==> config.mk <==
export PLATFORM = sky130hd
export DESIGN_NAME = tmr_alarm_sched
export DESIGN_NICKNAME = d
export VERILOG_FILES = /design/src/rtl/tmr_alarm_sched_pkg.sv /design/src/rtl/tmr_sched_ch.sv /design/src/rtl/tmr_alarm_sched.sv
export SDC_FILE = /design/constraint.sdc
export NUM_CORES = 1
export LEC_CHECK = 0
export ABC_AREA = 0
export CORE_ASPECT_RATIO = 1.1
export CORE_UTILIZATION = 52
export CTS_CLUSTER_SIZE = 12
export DETAILED_ROUTE_END_ITERATION = 7
export PLACE_DENSITY_LB_ADDON = 0.3
export RECOVER_POWER = 100
export SLEW_MARGIN = 40
export SYNTH_ARGS = -nofsm -noshare
export SYNTH_HDL_FRONTEND = slang
export SYNTH_SLANG_ARGS = --single-unit
export TNS_END_PERCENT = 10
==> constraint.sdc <==
create_clock -name clk_i -period 9.2 [get_ports clk_i]
set_input_delay 1.84 -clock clk_i [delete_from_list [all_inputs] [get_ports clk_i]]
set_output_delay 1.84 -clock clk_i [all_outputs]
set_load 0.05 [all_outputs]
==> src/rtl/tmr_alarm_sched_pkg.sv <==
// Shared definitions for the alarm scheduler: default sizing, scan state
// encoding and the per-channel mode flags.
package tmr_alarm_sched_pkg;

  localparam int TMR_SCHED_CH_NUM    = 4;
  localparam int TMR_SCHED_CNT_WIDTH = 32;

  typedef enum logic [1:0] {
    ST_IDLE = 2'd0,
    ST_SCAN = 2'd1,
    ST_HOLD = 2'd2
  } scan_state_e;

  // Mode bits of one alarm channel. The deadline and period words live next
  // to this struct inside the channel, sized by the instance's CNT_WIDTH.
  typedef struct packed {
    logic armed;
    logic periodic;
  } tmr_sched_mode_t;

endpackage

==> src/rtl/tmr_sched_ch.sv <==
// One alarm channel: arm/cancel bookkeeping, deadline compare, periodic
// reload and the pending/miss flags.
module tmr_sched_ch
  import tmr_alarm_sched_pkg::*;
#(
  parameter int CNT_WIDTH = TMR_SCHED_CNT_WIDTH
) (
  input  logic                 clk_i,
  input  logic                 rst_n_i,
  input  logic                 tick_i,
  input  logic [CNT_WIDTH-1:0] now_d_i,
  input  logic                 arm_i,
  input  logic [CNT_WIDTH-1:0] arm_delta_i,
  input  logic                 arm_periodic_i,
  input  logic                 cancel_i,
  input  logic                 irq_clr_i,
  output logic                 fire_o,
  output logic                 armed_o,
  output logic                 irq_o,
  output logic                 miss_o,
  output logic [CNT_WIDTH-1:0] deadline_o
);

  tmr_sched_mode_t      mode_q, mode_d;
  logic [CNT_WIDTH-1:0] deadline_q, deadline_d;
  logic [CNT_WIDTH-1:0] period_q, period_d;
  logic                 irq_q, irq_d;
  logic                 miss_q, miss_d;
  logic                 fire;

  // On a tick, now_d equals now_q + 1, so this is the "next count hits the
  // deadline" match without a second adder.
  assign fire = tick_i && mode_q.armed && (now_d_i == deadline_q);

  // Next channel state: arm overrides cancel, cancel overrides reload/disarm.
  always_comb begin
    mode_d     = mode_q;
    deadline_d = deadline_q;
    period_d   = period_q;
    if (arm_i) begin
      mode_d.armed    = 1'b1;
      mode_d.periodic = arm_periodic_i;
      deadline_d      = now_d_i + arm_delta_i;
      period_d        = arm_delta_i;
    end else if (cancel_i) begin
      mode_d.armed = 1'b0;
    end else if (fire) begin
      if (mode_q.periodic) begin
        deadline_d = deadline_q + period_q;
      end else begin
        mode_d.armed = 1'b0;
      end
    end
  end

  // Pending and miss flags: a fire in the same cycle beats the clear strobe.
  always_comb begin
    irq_d  = irq_q;
    miss_d = miss_q;
    if (irq_clr_i) begin
      irq_d  = 1'b0;
      miss_d = 1'b0;
    end
    if (fire) begin
      irq_d = 1'b1;
      if (irq_q) begin
        miss_d = 1'b1;
      end
    end
  end

  // Channel register bank.
  always_ff @(posedge clk_i or negedge rst_n_i) begin
    if (!rst_n_i) begin
      mode_q     <= '0;
      deadline_q <= '0;
      period_q   <= '0;
      irq_q      <= 1'b0;
      miss_q     <= 1'b0;
    end else begin
      mode_q     <= mode_d;
      deadline_q <= deadline_d;
      period_q   <= period_d;
      irq_q      <= irq_d;
      miss_q     <= miss_d;
    end
  end

  assign fire_o     = fire;
  assign armed_o    = mode_q.armed;
  assign irq_o      = irq_q;
  assign miss_o     = miss_q;
  assign deadline_o = deadline_q;

endmodule

==> src/rtl/tmr_alarm_sched.sv <==
// Alarm scheduler top: shared time base, per-channel alarms and a scan
// engine that reports the earliest armed deadline.
//
// state   | meaning
// --------+------------------------------------------------------------
// ST_IDLE | no valid earliest deadline; waiting for a change
// ST_SCAN | walking channels 0..CH_NUM-1, one per cycle, keeping the min
// ST_HOLD | next_id/next_rem valid until another change is seen
module tmr_alarm_sched
  import tmr_alarm_sched_pkg::*;
#(
  parameter int  CH_NUM    = TMR_SCHED_CH_NUM,
  parameter int  CNT_WIDTH = TMR_SCHED_CNT_WIDTH,
  localparam int ID_WIDTH  = $clog2(CH_NUM)
) (
  input  logic                 clk_i,
  input  logic                 rst_n_i,
  input  logic                 tick_i,
  input  logic                 arm_valid_i,
  output logic                 arm_ready_o,
  input  logic [ID_WIDTH-1:0]  arm_id_i,
  input  logic [CNT_WIDTH-1:0] arm_delta_i,
  input  logic                 arm_periodic_i,
  output logic                 arm_err_o,
  input  logic                 cancel_valid_i,
  input  logic [ID_WIDTH-1:0]  cancel_id_i,
  input  logic [CH_NUM-1:0]    irq_clr_i,
  output logic [CH_NUM-1:0]    irq_o,
  output logic [CH_NUM-1:0]    miss_o,
  output logic [CH_NUM-1:0]    armed_o,
  output logic [CNT_WIDTH-1:0] now_o,
  output logic                 next_valid_o,
  output logic [ID_WIDTH-1:0]  next_id_o,
  output logic [CNT_WIDTH-1:0] next_rem_o
);

  localparam logic [ID_WIDTH-1:0] LAST_IDX = ID_WIDTH'(CH_NUM - 1);

  logic [CNT_WIDTH-1:0] now_q, now_d;
  logic                 arm_err_q;
  logic                 arm_accept;
  logic [CH_NUM-1:0]    fire_w;
  logic [CH_NUM-1:0]    armed_w;
  logic [CNT_WIDTH-1:0] deadline_w [CH_NUM];

  logic                 dirty_q, dirty_d;
  logic                 dirty_set, dirty_eff;

  scan_state_e          state_q, state_d;
  logic                 scan_restart;
  logic [ID_WIDTH-1:0]  idx_q, idx_d;
  logic                 best_valid_q, best_valid_d;
  logic [ID_WIDTH-1:0]  best_id_q, best_id_d;
  logic [CNT_WIDTH-1:0] best_rem_q, best_rem_d;
  logic [ID_WIDTH-1:0]  next_id_q, next_id_d;
  logic [CNT_WIDTH-1:0] rem_cur;
  logic                 take;
  logic                 cand_found;

  assign now_d       = now_q + CNT_WIDTH'(tick_i);
  assign arm_accept  = arm_valid_i && (arm_delta_i != '0);
  assign arm_ready_o = 1'b1;
  assign arm_err_o   = arm_err_q;

  for (genvar g = 0; g < CH_NUM; g++) begin : g_ch
    tmr_sched_ch #(
      .CNT_WIDTH (CNT_WIDTH)
    ) u_ch (
      .clk_i          (clk_i),
      .rst_n_i        (rst_n_i),
      .tick_i         (tick_i),
      .now_d_i        (now_d),
      .arm_i          (arm_accept && (arm_id_i == ID_WIDTH'(g))),
      .arm_delta_i    (arm_delta_i),
      .arm_periodic_i (arm_periodic_i),
      .cancel_i       (cancel_valid_i && (cancel_id_i == ID_WIDTH'(g))),
      .irq_clr_i      (irq_clr_i[g]),
      .fire_o         (fire_w[g]),
      .armed_o        (armed_w[g]),
      .irq_o          (irq_o[g]),
      .miss_o         (miss_o[g]),
      .deadline_o     (deadline_w[g])
    );
  end

  assign armed_o = armed_w;
  assign now_o   = now_q;

  // A change seen this cycle is folded in immediately so the scan can start
  // on the very next cycle, when the channel registers already hold it.
  assign dirty_set = arm_accept || cancel_valid_i || (|fire_w);
  assign dirty_eff = dirty_q || dirty_set;
  assign dirty_d   = scan_restart ? 1'b0 : dirty_eff;

  // Differences to the same now_q keep their order across wrap, so an
  // unsigned compare of remaining ticks finds the earliest deadline.
  assign rem_cur    = deadline_w[idx_q] - now_q;
  assign take       = armed_w[idx_q] && (!best_valid_q || (rem_cur < best_rem_q));
  assign cand_found = best_valid_q || take;

  // Time base, arm error pulse and dirty flag.
  always_ff @(posedge clk_i or negedge rst_n_i) begin
    if (!rst_n_i) begin
      now_q     <= '0;
      arm_err_q <= 1'b0;
      dirty_q   <= 1'b0;
    end else begin
      now_q     <= now_d;
      arm_err_q <= arm_valid_i && (arm_delta_i == '0);
      dirty_q   <= dirty_d;
    end
  end

  // Scan FSM state register.
  always_ff @(posedge clk_i or negedge rst_n_i) begin
    if (!rst_n_i) begin
      state_q <= ST_IDLE;
    end else begin
      state_q <= state_d;
    end
  end

  // Scan FSM next-state logic; scan_restart marks entry at channel 0.
  always_comb begin
    state_d      = state_q;
    scan_restart = 1'b0;
    case (state_q)
      ST_IDLE: begin
        if (dirty_set || (dirty_q && (|armed_w))) begin
          state_d      = ST_SCAN;
          scan_restart = 1'b1;
        end
      end
      ST_SCAN: begin
        if (dirty_eff) begin
          scan_restart = 1'b1;
        end else if (idx_q == LAST_IDX) begin
          state_d = cand_found ? ST_HOLD : ST_IDLE;
        end
      end
      ST_HOLD: begin
        if (dirty_eff) begin
          state_d      = ST_SCAN;
          scan_restart = 1'b1;
        end
      end
      default: begin
        state_d = ST_IDLE;
      end
    endcase
  end

  // Scan datapath: channel index, running minimum and the reported id.
  always_comb begin
    idx_d        = idx_q;
    best_valid_d = best_valid_q;
    best_id_d    = best_id_q;
    best_rem_d   = best_rem_q;
    next_id_d    = next_id_q;
    if (scan_restart) begin
      idx_d        = '0;
      best_valid_d = 1'b0;
      best_id_d    = '0;
      best_rem_d   = '0;
    end else if (state_q == ST_SCAN) begin
      if (take) begin
        best_valid_d = 1'b1;
        best_id_d    = idx_q;
        best_rem_d   = rem_cur;
      end
      if (idx_q != LAST_IDX) begin
        idx_d = idx_q + ID_WIDTH'(1);
      end else begin
        next_id_d = take ? idx_q : best_id_q;
      end
    end
  end

  // Scan datapath registers.
  always_ff @(posedge clk_i or negedge rst_n_i) begin
    if (!rst_n_i) begin
      idx_q        <= '0;
      best_valid_q <= 1'b0;
      best_id_q    <= '0;
      best_rem_q   <= '0;
      next_id_q    <= '0;
    end else begin
      idx_q        <= idx_d;
      best_valid_q <= best_valid_d;
      best_id_q    <= best_id_d;
      best_rem_q   <= best_rem_d;
      next_id_q    <= next_id_d;
    end
  end

  // Scan FSM outputs; remaining ticks follow the live time base while held.
  always_comb begin
    next_valid_o = 1'b0;
    next_id_o    = '0;
    next_rem_o   = '0;
    if (state_q == ST_HOLD) begin
      next_valid_o = 1'b1;
      next_id_o    = next_id_q;
      next_rem_o   = deadline_w[next_id_q] - now_q;
    end
  end

endmodule

==> key figures <==
Route
  • Drc violations: 0
  • Pre-Repair DR Iteration Count: 6
  • Routed vias: 27.1k
  • Routed wire length per instance: 24.5 um
  • WL final: 103 mm
  • Routed Antenna Nets: 0
  • DR iter-0 viols: 2,433
  • Vias per cell: 6.47

Placement
  • Placed Area: 32,800 um^2
  • Post-DP HPWL: 81.0 mm
  • Port Buffers: 125
  • Placed Cells: 4,107
  • GP Congestion: 1.08

Finish
  • Area Overhead vs Synth: 9.44%
  • # nets final: 3,702
  • Final Util: 57.9%
  • Share of layout cells above drive strength 1: 9.87%
  • Final Cell Area: 34,000 um^2
  • Final std cells w/o fill: 4,186

CTS
  • Cts repair resizes: 0
  • Total CTS buffers: 41
  • Worst skew pair latency: 0.59 ns
  • Hold Buf Count CTS: 0
  • Setup bufs post-CTS: 0
  • Clk sinks: 347
  • H-tree levels: 2
  • Worst-path clk slew: 0.07 ns
  • CTS Root Cell: clkbuf_16
  • CTS tree: yes
  • Max clock buf depth: 3

Pwr
  • Leakage: 14.7 nW
  • Maximum VDD drop: 0.171 mV
  • Total power: 11.7 mW
  • Pwr/cell area: 344 nW/um^2

Timing
  • Period utilization: 94.0%
  • F_max: 116 MHz
  • Crit path time final: 8.65 ns
  • Slew Viols, Final: 493
  • Final Hold Viols: 0
  • Clock Skews: 0.0215 ns
  • Least-Margin Pin Slew: 4.13 ns
  • RSZ-0062 raised after global routing: false
  • Relative slew slack: -175%
  • Endpoints failing setup: 0
  • Fin Setup TNS: 0 ns

Floorplan
  • Die H: 258 um
  • Die Footprint: 60,700 um^2
  • Num rows: 93
  • Die Wd: 235 um
  • I/O pins: 127
  • Initial Utilization: 52.9%
  • Core area: 58,800 um^2

Setup path
  • Critical path data required time: 9.63 ns
  • Worst R2R Path Depth: 24
  • Worst path cell trace: dlygate4sd3_1 -> ha_1 -> ha_1 -> and2_0 -> nand4_1 -> nor3_1 -> xnor2_1 -> xor2_1 -> a2111oi_0 -> nand4_1 -> nand4_1 -> nor2_1 -> o21ai_2 -> clkbuf_2 -> nor2_1
  • Worst EP arrival: 9.07 ns
  • CP max FO: 32
  • Biggest cell delay along the critical path: 1.09 ns
  • Critical Setup Path Class: input pin to register
  • CP top delay family: simple AND/OR/NAND/NOR gates
  • Crit. End Element: register
  • Crit path launch type: input pin
  • Worst path bufs/invs: 2
  • Stages on the worst setup path: 15
  • Slowest-stage cell, CP: nor3_1
  • Crit-path most repeated cell: nand4_1

Logic synthesis
  • Post-synth top area share: 27.9%
  • Synth Flop Type: dfrtp_1
  • Synth Register Bits: 347
  • Sequential share of the synthesized area: 27.9%
  • Largest cells by area after synthesis: dfrtp_1 28%, ha_1 10%, xnor2_1 5.8%
  • Synth async-reset ratio: 100%
  • Post-synth EDFFs: 0
  • Post-synth net total: 3,650
  • Ys Warns: 0
  • Top-count cell post-synth: dfrtp_1
  • Post-Syn Instances: 3,341
  • Number of distinct library cells after synthesis: 101
  • Cell Area, Synth: 31,100 um^2
  • Syn avg cell area: 9.30 um^2
  • Yosys top cell by area: dfrtp_1
  • Synth cell count leaders: 347 x dfrtp_1, 287 x a21oi_1, 280 x nor2_1, 256 x ha_1, 211 x nand2_1

Outcome
  • Status: finished with violations
  • Violated checks: capacitance limit, slew limit

Global routing
  • Grt total ovfl: 0
  • First-pass GRT wire length: 154 mm
  • Largest net degree at the start of global routing: 153
  • Vias in the first global route: 25.7k
  • Initial antenna violation count: 4
  • GRT Resource Usage Total: 33.5%

Min path
  • Hold Path Depth: 1
  • Hold Path Class: register to register

Job
  • Max-cap viol count: 10
-- sequential cells by signal, summed over array words and instances (netlist names), 4 cells and up --
register	cells
best_rem_q	32
g_ch.u_ch.armed_o	4
g_ch.u_ch.deadline_o	128
g_ch.u_ch.irq_o	4
g_ch.u_ch.miss_o	4
g_ch.u_ch.mode_q	4
g_ch.u_ch.period_q	128
now_o	32
-- path summary, 6_finish.rpt --
kind | from | endpoint | slack, ns
worst max-delay path | tick_i | idx_q[0] | 0.55
worst min-delay path | g_ch[2].u_ch.period_q[16] | g_ch[2].u_ch.period_q[16] | 0.51
worst max register to register | idx_q[0] | best_rem_q[31] | 1.19
worst min register to register | g_ch[2].u_ch.period_q[16] | g_ch[2].u_ch.period_q[16] | 0.51
max in group asynchronous | rst_n_i | g_ch[0].u_ch.deadline_o[19] | 2.55
min in group asynchronous | rst_n_i | next_id_q[1] | 2.71
-- kinds of logic after synthesis --
| group | after synthesis | share of synthesized area (%) |
|---|---|---|
| simple gates | 921 | 15.0 |
| compound gates | 844 | 17.4 |
| buf+inv | 308 | 4.36 |
| xor+xnor | 327 | 10.7 |
| other cells | 1 | 0.0121 |
| mux | 329 | 13.8 |
| fa+ha+maj | 264 | 10.8 |
| flops | 347 | 27.9 |
-- routing by layer --
layer	vias to the layer above	routed length [um]	part of all wire, %	track usage [%]
met3	241	9150	8.9	4.35
met4	2	5420	5.3	15.8
li1	12400	-	-	-
met2	1247	45100	44	52.2
met5	-	13	0.013	0
met1	13200	43000	42	46.3
-- worst register-to-register path: stages (launching register included) --
cell and delay (ns):
dfrtp_1 0.66, buf_4 0.56, mux4_2 0.60, ha_1 0.36
a21o_1 0.20, a21o_1 0.17, a21oi_1 0.18, nor2_1 0.09
a2111oi_0 0.60, a21oi_1 0.23, o41ai_1 0.54, a21boi_0 0.19
or3_1 0.35, and2_1 0.18, ha_1 0.29, nand4_1 0.12
nor3_1 0.06, a2111oi_0 0.35, o21ai_0 0.20, o32ai_1 0.29
buf_4 0.19, nand2_1 0.26, inv_1 0.84, a31oi_1 0.20
a31oi_1 0.21
-- cell usage in the layout (no fill, tap or decap), types with 28 or more instances in the layout --
| cell type | synthesis | layout |
|---|---|---|
| nor2b_1 | 35 | 35 |
| nand2_1 | 211 | 211 |
| dfrtp_1 | 347 | 346 |
| ha_1 | 256 | 256 |
| o21bai_1 | 29 | 29 |
| clkdlybuf4s50_1 | 0 | 43 |
| dlygate4sd3_1 | 0 | 81 |
| nor2_1 | 280 | 281 |
| or3_1 | 29 | 29 |
| xnor3_1 | 32 | 32 |
| inv_1 | 159 | 161 |
| o21a_1 | 32 | 32 |
| mux2i_1 | 114 | 114 |
| nor4_1 | 32 | 36 |
| xor2_1 | 87 | 87 |
| nand2b_1 | 28 | 28 |
| a211oi_1 | 35 | 35 |
| nand3_1 | 72 | 72 |
| a21o_1 | 98 | 98 |
| xnor2_1 | 206 | 206 |
| clkbuf_16 | 0 | 41 |
| a21oi_1 | 287 | 287 |
| nor3_1 | 62 | 69 |
| nand4_1 | 38 | 41 |
| a31oi_1 | 36 | 36 |
| and3_1 | 33 | 33 |
| mux2_2 | 150 | 150 |
| mux4_2 | 65 | 65 |
| o21ai_0 | 136 | 137 |
-- through the flow --
stage / hold WS, ns / setup WS [ns]
after global routing: 0.521 / 0.406
final: 0.508 / 0.553
after global placement: 0.491 / 1.65
after floorplan: 0.475 / 2.45
after CTS: 0.512 / 1.10
after detailed placement: 0.499 / 1.62
-- where the power goes --
group          switching (mW)  internal [mW]  total [mW]
clock                   0.703          0.978        1.68
sequential              0.815           1.91        2.73
combinational            4.09           3.22        7.30
-- cell type report --
type,instances,area [um^2]
fillers,5144,24800
multi-input cells,2686,20900
flip-flops and latches,347,8680
repair buffers,152,1470
clock buffers,59,1210
well taps,760,951
inverters,165,619
clock inverters,16,173
diodes,1,2.50
Note: power is estimated with default switching activity, not from simulation.
